--- config.mk ---
export PLATFORM = sky130hd
export DESIGN_NAME = hazard_stall_unit_flat
export DESIGN_NICKNAME = d
export VERILOG_FILES = /design/src/rtl/hazard_stall_unit_if.sv /design/src/rtl/hazard_stall_unit.sv /design/src/flat_wrapper.sv
export SDC_FILE = /design/constraint.sdc
export NUM_CORES = 1
export LEC_CHECK = 0
export ABC_AREA = 1
export BUFFER_PORTS_ARGS = -buffer_cell sky130_fd_sc_hd__clkbuf_2
export CORE_MARGIN = 2
export CORE_UTILIZATION = 33
export CTS_CLUSTER_DIAMETER = 80
export DETAILED_ROUTE_END_ITERATION = 10
export PLACE_DENSITY = 0.63
export SKIP_CTS_REPAIR_TIMING = 1
export SLEW_MARGIN = 20
export SYNTH_ARGS = -nofsm -noshare
export SYNTH_HDL_FRONTEND = slang
export SYNTH_SLANG_ARGS = --single-unit
export TNS_END_PERCENT = 100
--- constraint.sdc ---
create_clock -name clk -period 1.7 [get_ports clk]
set_input_delay 0.085 -clock clk [delete_from_list [all_inputs] [get_ports clk]]
set_output_delay 0.085 -clock clk [all_outputs]
set_load 0.01 [all_outputs]
--- src/rtl/hazard_stall_unit_if.sv ---
// Hazard-unit bus: hazard-detection inputs from ID/EX/MEM and the resulting
// pipeline enables, flushes and performance counters.
interface hazard_stall_unit_if #(
    parameter int CNT_W = 16
);
    logic [4:0]       id_rs1;
    logic [4:0]       id_rs2;
    logic             id_use_rs1;
    logic             id_use_rs2;
    logic [4:0]       id_ex_rd;
    logic             id_ex_mem_read;
    logic             branch_taken;
    logic             dmem_req;
    logic             dmem_ready;
    logic             pc_write;
    logic             if_id_write;
    logic             if_id_flush;
    logic             id_ex_flush;
    logic             pipe_en;
    logic [CNT_W-1:0] stall_count;
    logic [CNT_W-1:0] flush_count;

    modport master (
        output id_rs1, id_rs2, id_use_rs1, id_use_rs2, id_ex_rd, id_ex_mem_read,
               branch_taken, dmem_req, dmem_ready,
        input  pc_write, if_id_write, if_id_flush, id_ex_flush, pipe_en,
               stall_count, flush_count
    );

    modport slave (
        input  id_rs1, id_rs2, id_use_rs1, id_use_rs2, id_ex_rd, id_ex_mem_read,
               branch_taken, dmem_req, dmem_ready,
        output pc_write, if_id_write, if_id_flush, id_ex_flush, pipe_en,
               stall_count, flush_count
    );
endinterface

--- src/rtl/hazard_stall_unit.sv ---
// Pipeline hazard controller: load-use bubbles, taken-branch flushes and
// data-memory wait freezes, with saturating stall/flush event counters.
module hazard_stall_unit #(
    parameter int LOAD_USE_CYCLES = 1,
    parameter int CNT_W           = 16
) (
    input  logic                clk,
    input  logic                rst,
    hazard_stall_unit_if.slave  bus
);
    typedef enum logic [1:0] {RUN, LOAD_STALL, MEM_WAIT} state_t;

    localparam logic [1:0]       BUBBLE_INIT = 2'(LOAD_USE_CYCLES - 1);
    localparam logic [CNT_W-1:0] CNT_MAX     = {CNT_W{1'b1}};

    state_t           state_reg, state_next;
    logic [1:0]       bubble_reg, bubble_next;
    logic [CNT_W-1:0] stall_count_reg, flush_count_reg;

    logic load_use, mem_stall, flush_event;
    logic pc_write, if_id_write, if_id_flush, id_ex_flush, pipe_en;

    assign load_use = bus.id_ex_mem_read && (bus.id_ex_rd != 5'd0) &&
                      ((bus.id_use_rs1 && (bus.id_ex_rd == bus.id_rs1)) ||
                       (bus.id_use_rs2 && (bus.id_ex_rd == bus.id_rs2)));
    assign mem_stall = bus.dmem_req && !bus.dmem_ready;

    always_comb begin
        pc_write    = 1'b1;
        if_id_write = 1'b1;
        if_id_flush = 1'b0;
        id_ex_flush = 1'b0;
        pipe_en     = 1'b1;
        flush_event = 1'b0;
        state_next  = state_reg;
        bubble_next = bubble_reg;

        case (state_reg)
            RUN: begin
                if (mem_stall) begin
                    pc_write    = 1'b0;
                    if_id_write = 1'b0;
                    pipe_en     = 1'b0;
                    state_next  = MEM_WAIT;
                end else if (bus.branch_taken) begin
                    if_id_flush = 1'b1;
                    id_ex_flush = 1'b1;
                    flush_event = 1'b1;
                end else if (load_use) begin
                    pc_write    = 1'b0;
                    if_id_write = 1'b0;
                    id_ex_flush = 1'b1;
                    if (LOAD_USE_CYCLES > 1) begin
                        bubble_next = BUBBLE_INIT;
                        state_next  = LOAD_STALL;
                    end
                end
            end
            LOAD_STALL: begin
                if (mem_stall) begin
                    // Bubble count is frozen; the hazard is re-detected once back in RUN.
                    pc_write    = 1'b0;
                    if_id_write = 1'b0;
                    pipe_en     = 1'b0;
                    state_next  = MEM_WAIT;
                end else if (bus.branch_taken) begin
                    if_id_flush = 1'b1;
                    id_ex_flush = 1'b1;
                    flush_event = 1'b1;
                    bubble_next = 2'd0;
                    state_next  = RUN;
                end else begin
                    pc_write    = 1'b0;
                    if_id_write = 1'b0;
                    id_ex_flush = 1'b1;
                    bubble_next = bubble_reg - 2'd1;
                    if (bubble_reg <= 2'd1) begin
                        state_next = RUN;
                    end
                end
            end
            MEM_WAIT: begin
                pc_write    = 1'b0;
                if_id_write = 1'b0;
                pipe_en     = bus.dmem_ready;
                if (bus.dmem_ready) begin
                    state_next = RUN;
                end
            end
            default: begin
                state_next  = RUN;
                bubble_next = 2'd0;
            end
        endcase

        if (rst) begin
            pc_write    = 1'b0;
            if_id_write = 1'b0;
            if_id_flush = 1'b0;
            id_ex_flush = 1'b0;
            pipe_en     = 1'b0;
            flush_event = 1'b0;
        end
    end

    always_ff @(posedge clk) begin
        if (rst) begin
            state_reg       <= RUN;
            bubble_reg      <= 2'd0;
            stall_count_reg <= '0;
            flush_count_reg <= '0;
        end else begin
            state_reg  <= state_next;
            bubble_reg <= bubble_next;
            if (!pc_write && (stall_count_reg != CNT_MAX)) begin
                stall_count_reg <= stall_count_reg + 1'b1;
            end
            if (flush_event && (flush_count_reg != CNT_MAX)) begin
                flush_count_reg <= flush_count_reg + 1'b1;
            end
        end
    end

    assign bus.pc_write    = pc_write;
    assign bus.if_id_write = if_id_write;
    assign bus.if_id_flush = if_id_flush;
    assign bus.id_ex_flush = id_ex_flush;
    assign bus.pipe_en     = pipe_en;
    assign bus.stall_count = stall_count_reg;
    assign bus.flush_count = flush_count_reg;
endmodule
--- src/flat_wrapper.sv ---
// flat-port wrapper written by rule: the top's interface ports become plain ports
module hazard_stall_unit_flat 
#(
    parameter int LOAD_USE_CYCLES = 1,
    parameter int CNT_W           = 16
)
  (clk, rst, bus_id_rs1, bus_id_rs2, bus_id_use_rs1, bus_id_use_rs2, bus_id_ex_rd, bus_id_ex_mem_read, bus_branch_taken, bus_dmem_req, bus_dmem_ready, bus_pc_write, bus_if_id_write, bus_if_id_flush, bus_id_ex_flush, bus_pipe_en, bus_stall_count, bus_flush_count);
  hazard_stall_unit_if #(.CNT_W(CNT_W)) bus_i ();
  input  logic clk;
  input  logic rst;
  input wire logic [$bits(bus_i.id_rs1)-1:0] bus_id_rs1;
  input wire logic [$bits(bus_i.id_rs2)-1:0] bus_id_rs2;
  input wire logic [$bits(bus_i.id_use_rs1)-1:0] bus_id_use_rs1;
  input wire logic [$bits(bus_i.id_use_rs2)-1:0] bus_id_use_rs2;
  input wire logic [$bits(bus_i.id_ex_rd)-1:0] bus_id_ex_rd;
  input wire logic [$bits(bus_i.id_ex_mem_read)-1:0] bus_id_ex_mem_read;
  input wire logic [$bits(bus_i.branch_taken)-1:0] bus_branch_taken;
  input wire logic [$bits(bus_i.dmem_req)-1:0] bus_dmem_req;
  input wire logic [$bits(bus_i.dmem_ready)-1:0] bus_dmem_ready;
  output wire logic [$bits(bus_i.pc_write)-1:0] bus_pc_write;
  output wire logic [$bits(bus_i.if_id_write)-1:0] bus_if_id_write;
  output wire logic [$bits(bus_i.if_id_flush)-1:0] bus_if_id_flush;
  output wire logic [$bits(bus_i.id_ex_flush)-1:0] bus_id_ex_flush;
  output wire logic [$bits(bus_i.pipe_en)-1:0] bus_pipe_en;
  output wire logic [$bits(bus_i.stall_count)-1:0] bus_stall_count;
  output wire logic [$bits(bus_i.flush_count)-1:0] bus_flush_count;
  assign bus_i.id_rs1 = bus_id_rs1;
  assign bus_i.id_rs2 = bus_id_rs2;
  assign bus_i.id_use_rs1 = bus_id_use_rs1;
  assign bus_i.id_use_rs2 = bus_id_use_rs2;
  assign bus_i.id_ex_rd = bus_id_ex_rd;
  assign bus_i.id_ex_mem_read = bus_id_ex_mem_read;
  assign bus_i.branch_taken = bus_branch_taken;
  assign bus_i.dmem_req = bus_dmem_req;
  assign bus_i.dmem_ready = bus_dmem_ready;
  assign bus_pc_write = bus_i.pc_write;
  assign bus_if_id_write = bus_i.if_id_write;
  assign bus_if_id_flush = bus_i.if_id_flush;
  assign bus_id_ex_flush = bus_i.id_ex_flush;
  assign bus_pipe_en = bus_i.pipe_en;
  assign bus_stall_count = bus_i.stall_count;
  assign bus_flush_count = bus_i.flush_count;
  hazard_stall_unit #(.LOAD_USE_CYCLES(LOAD_USE_CYCLES), .CNT_W(CNT_W)) u_core (.clk(clk), .rst(rst), .bus(bus_i));
endmodule
==> results.md, run 1 <==
- Synth area leaders: dfxtp_1 (32%), nand2_1 (16%), nor2_1 (9.7%)
- NumNets Final: approximately 430
- Critical path peak fanout: 17
- Status: finished clean
- Netlist cell types: 25
- Net Count, Synth: between 300 and 400
- I/O pins: 60
- Max Slew Vio Count: 0
- Filler Cell Count: 637
- Critical path startpoint category: flip-flop
- Die Footprint: 0.00698 sq mm
- Worst hold margin: 0.0897 ns
- Rel. slew slack: 0.806
- Async SR Flop Fraction: 0
- Final WS setup: 0.122 ns
- Number of flops mapped to enable cells by yosys: 0
- Layout cells sized above 1: 0.274
- Final routed DRC violation total: 0
- Count leader, synth: nand2_1
- Initial core utilization: 0.347
- Worst clock skew: 0.00479 ns
- Max-cap violations: 0
- Synth top cells by count: nand2_1 (89), nor2_1 (54), inv_1 (43)
- Drt initial violations: 107
- Crit Path Category: reg2reg
- PnR Total Power: 0.00167 W
- All-layer global routing usage: 0.156
- # clock sinks: 33
- Gate count of the mapped netlist: about 340
- First-pass GRT wire length: 9230 microns
- DR vias/cell: about 4.7
- Placed cells: 477
- Min cycle time layout: 1.58 ns
- Share of Yosys cell area claimed by the top area cell type: 0.316
- #FFs+latches synth: 33
- Yosys top cell by area: dfxtp_1
- Final setup viols: 0
- Chip Width: between 80 and 90 microns
- Half-perimeter wire length after placement: 3900 microns
- GP Congestion: 0.879
- Clock Latency Late Sink: around 0.28 ns
- Sequential area share after synthesis: 0.316
- Top_reg_cell synth: dfxtp_1
- Yosys warnings: 0
- Pre-Repair DR Iteration Count: 4
- Peak VDD IR: between 0.3 and 0.4 mV
- Pre-CTS setup slack: 0.0172 ns
- Pwr Density: 618 mW/mm^2
- Critical Path RT: 1.93 ns
- Clk buf depth: 2
- # rows: 28
- Ant diodes: 0
- Vias post-DR: about 2300
- Final critical-path share of the clock period: 0.928
- Vias in the first global route: 2141
- Critical path arrival: around 1.8 ns
- DRT Wirelength: 5380 microns
- Mapped Avg Cell Area: 6.20 sq um
- Hold Crit Class: in2reg
- Initial antenna violation count: 0
- Total gr overflow: 0
- Leakage Power: ~1.3 nW
- Hold Vio Cnt, Final: 0
- Num CTS Buffers: 5
- Avg WL per Cell: 11.1 microns
- Synth-to-Final Area Change: 29.3%
- H-tree depth: 2
- Largest net degree at the start of global routing: 33
- Clock root cell: clkbuf_8
- CTS tree: done
- Synthesized cell area: 0.00209 sq mm
- Antenna viol nets, final: 0
- Final core occ: 0.448
- Fmax: 0.634 GHz
- Clock slew seen by the registers of the worst setup and hold paths: 0.07 ns
- Critical path capture point type: flip-flop
- Final Non-Filler Cells: 484
- # port buffers: 59
- Slew at the pin closest to its max-slew limit: 0.288 ns
- Die Y: 83.6 microns
- Core box area: 0.00603 sq mm
per-layer routing:
metal	track usage	part of all wire
met1	0.195	0.47
met4	0.0381	0.0035
met2	0.272	0.48
met3	0.0326	0.045
met5	0	0
kinds of logic (layout without fill, tap and decap cells):
| kind of cell | Yosys count | count (layout) | synth area share |
|---|---|---|---|
| xor gates and xnor gates | 6 | 6 | 0.0251 |
| and+or+nand+nor | 203 | 203 | 0.433 |
| adders and majority gates | 2 | 2 | 0.0120 |
| AOI/OAI and AO/OA | 38 | 38 | 0.0910 |
| buffers and inverters | 55 | 127 | 0.123 |
| DFF | 33 | 33 | 0.316 |
where the power goes:
group,switching [W],leakage [nW],total (W),internal (W)
clock network,0.000294,0.0443,0.000616,0.000322
registers,0.0000178,0.269,0.000807,0.000789
logic,0.000144,0.979,0.000247,0.000103
per-stage QoR:
stage | area, sq um | TNS [ns]
6_report | 2700 | 0
5_1_grt | 2700 | -0.0165
4_1_cts | 2610 | -0.000127
3_5_place_dp | 2530 | 0
3_3_place_gp | 2530 | 0
2_1_floorplan | 2090 | 0
path summary, 6_finish.rpt:
kind         depth (start not counted)  slack, ns                  startpoint                    endpoint
max reg2reg                         11       0.12   u_core.bus.flush_count[0]  u_core.bus.flush_count[12]
min reg2reg                          2       0.52  u_core.bus.flush_count[10]  u_core.bus.flush_count[10]
min                                  3       0.09                bus_dmem_req         u_core.state_reg[1]
max                                 11       0.12   u_core.bus.flush_count[0]  u_core.bus.flush_count[12]
final cells by class:
cell class	instances	area, sq um	share of cell area
inverters	46	183	0.0676
repair buffers	74	420	0.156
clock buffers	7	86.3	0.0320
multi-input cells	249	1250	0.462
flip-flops and latches	33	671	0.248
well taps	75	93.8	0.0347
critical path, stage by stage, from the launching register on:
cell and delay [ns]:
dfxtp_1 0.38, ha_4 0.18, nand3_4 0.10, nor3_4 0.25
nand3b_4 0.12, nand2_4 0.08, inv_4 0.08, nand2_2 0.09
nor2_1 0.06, nand2_1 0.05, nand2_1 0.04, nor2_1 0.08
layout by cell type (no fill, tap or decap), types with 4 or more instances in the layout:
| cell type | count |
|---|---|
| nand3_2 | 5 |
| nand4_1 | 7 |
| buf_4 | 14 |
| clkbuf_2 | 59 |
| nand3_1 | 27 |
| nor2_2 | 4 |
| xor2_1 | 5 |
| dfxtp_1 | 29 |
| nand2_2 | 5 |
| nor2_1 | 53 |
| a21oi_1 | 27 |
| inv_1 | 42 |
| nand2_1 | 88 |
| nor3_1 | 6 |
| clkbuf_8 | 6 |
| o21ai_0 | 11 |
Note: power is estimated with default switching activity, not from simulation.
==> run 2, diff against run 1 <==
Clock period 1.7 ns to 1.8 ns, I/O delays scaled along.
==> results.md, run 2 (synthesized netlist as in run 1, its figures left out) <==
- Final routed DRC violation total: 0 (unchanged)
- Antenna viol nets, final: 0 (unchanged)
- Layout cells sized above 1: 0.254 (-0.0201)
- Hold Vio Cnt, Final: 0 (unchanged)
- Min cycle time layout: 1.62 ns (+0.0434 ns)
- Pwr Density: 579 mW/mm^2 (-6.3%)
- Clock root cell: clkbuf_8
- Crit Path Category: reg2reg
- Clock Latency Late Sink: 0.28 ns (about the same)
- Half-perimeter wire length after placement: 3930 microns (+0.93%)
- Crit-path cells: ha_4 -> nand3_2 -> nor3_4 -> nand3b_2 -> nand2_4 -> inv_4 -> nand2_2 -> nor2_1 -> nor2_1 -> nor2_1
- First-pass GRT wire length: 9230 microns (unchanged)
- Ant diodes: 0 (unchanged)
- Initial core utilization: 0.347 (unchanged)
- Critical path capture point type: flip-flop
- Busiest metal layer after global routing: met2
- Critical path arrival: 1.80 ns (about the same)
- Clock slew seen by the registers of the worst setup and hold paths: 0.07 ns (about the same)
- # clock sinks: 33 (unchanged)
- Total gr overflow: 0 (unchanged)
- Max-cap violations: 0 (unchanged)
- Clk buf depth: 2 (unchanged)
- M3 GR Usage: 0.0317 (-0.000989)
- CTS tree: done
- DR vias/cell: 4.77 (+0.54%)
- Max incr delay on CP: 0.39 ns (about the same)
- Most used cell, CP: nor2_1
- NumNets Final: 430 (-0.92%)
- Slowest-stage cell, CP: dfxtp_2
- Avg WL per Cell: 10.8 microns (-3.2%)
- All-layer global routing usage: 0.155 (-0.00137)
- Drt initial violations: 83 (-22%)
- Num CTS Buffers: 5 (unchanged)
- I/O pins: 60 (unchanged)
- Rel. slew slack: 0.738 (-0.0687)
- # port buffers: 59 (unchanged)
- Most frequent cells in the layout: nand2_1 (88), clkbuf_2 (59), nor2_1 (54)
- H-tree depth: 2 (unchanged)
- Met1 global-route usage: 0.190 (-0.00577)
- Chip Width: 83.6 microns (unchanged)
- Fin Setup TNS: 0 ns (unchanged)
- Final critical-path share of the clock period: 0.901 (-0.0275)
- Final core occ: 0.434 (-0.0143)
- Final setup viols: 0 (unchanged)
- Leakage Power: 1.25 nW (-3.3%)
- Die Y: 83.6 microns (unchanged)
- RSZ-0062 raised after global routing: no
- Synth-to-Final Area Change: 25.1%
- # rows: 28 (unchanged)
- Peak VDD IR: 0.292 mV (-13%)
- Pre-Repair DR Iteration Count: 4 (unchanged)
- Critical Path RT: 1.98 ns (+0.05 ns)
- DRT Wirelength: 5180 microns (-3.8%)
- GP Congestion: 0.876 (-0.39%)
- Grt met2 use: 0.274 (+0.00218)
- Critical path peak fanout: 17 (unchanged)
- Vias in the first global route: 2205 (+3.0%)
- Die Footprint: 0.00698 sq mm (unchanged)
- Critical path startpoint category: flip-flop
- Commonest non-fill, non-tap cell in the layout: nand2_1
- Vias post-DR: 2295 (-0.087%)
- Max Slew Vio Count: 0 (unchanged)
- Largest net degree at the start of global routing: 33 (unchanged)
- Status: finished clean
- Worst clock skew: 0.00335 ns (-0.00144 ns)
- Slew at the pin closest to its max-slew limit: 0.390 ns (+0.102 ns)
- Hold Crit Class: in2reg
- Filler Cell Count: 657 (+3.1%)
- Fmax: 0.617 GHz (-2.7%)
- Initial antenna violation count: 0 (unchanged)
- Core box area: 0.00603 sq mm (unchanged)
## run 2: cell count changes in the layout (fill, tap and decap cells not counted), sizes merged
cell	previous run	this run
buf	15	11
clkbuf	66	67
## run 2: layout make-up
cell class,instances,area [sq um],share of cell area
Tap cell,75,93.8,0.0359
Multi-Input combinational cell,249,1210,0.461
Clock buffer,8,80.1,0.0306
Inverter,46,180,0.0689
Sequential cell,33,664,0.254
Timing Repair Buffer,70,390,0.149
## run 2: power by group
group	internal, W	switching (W)
Combinational	0.0000907	0.000134
Clock	0.000275	0.000253
Sequential	0.000746	0.0000162
Total	0.00111	0.000403
## run 2: metrics by stage
step	instances	power [W]	area [sq um]	hold slack [ns]	setup WS, ns
after detailed placement	471	0.000997	2480	0.394	0.0215
after global placement	471	0.000992	2480	0.374	0.106
after floorplan	337	0.000917	2090	0.270	0.160
after global routing	481	0.00161	2620	0.152	0.00562
after CTS	479	0.00154	2560	0.101	0.00502
final	481	0.00151	2620	0.109	0.179
## run 2: per-layer routing
layer  share of wire  vias to the layer above
met2            0.48                       58
met1            0.47                     1029
met5               0                        -
li1                -                     1201
met3           0.046                        7
met4           0.010                        0
## run 2: worst paths after layout
check / from / depth (start not counted) / end / slack, ns
max: u_core.bus.flush_count[0] / 10 / u_core.bus.flush_count[12] / 0.18
min: bus_dmem_req / 3 / u_core.state_reg[1] / 0.11
max reg2reg: u_core.bus.flush_count[0] / 10 / u_core.bus.flush_count[12] / 0.18
min reg2reg: u_core.bus.flush_count[4] / 2 / u_core.bus.flush_count[4] / 0.50
## run 2: worst max-delay path: cells and delay by family (launching register included)
kind                     cells  cell delay [ns]
flip-flops                   1             0.39
buffers and inverters        1             0.10
adder cells (fa/ha/maj)      1             0.17
AND/OR/NAND/NOR              8             0.86
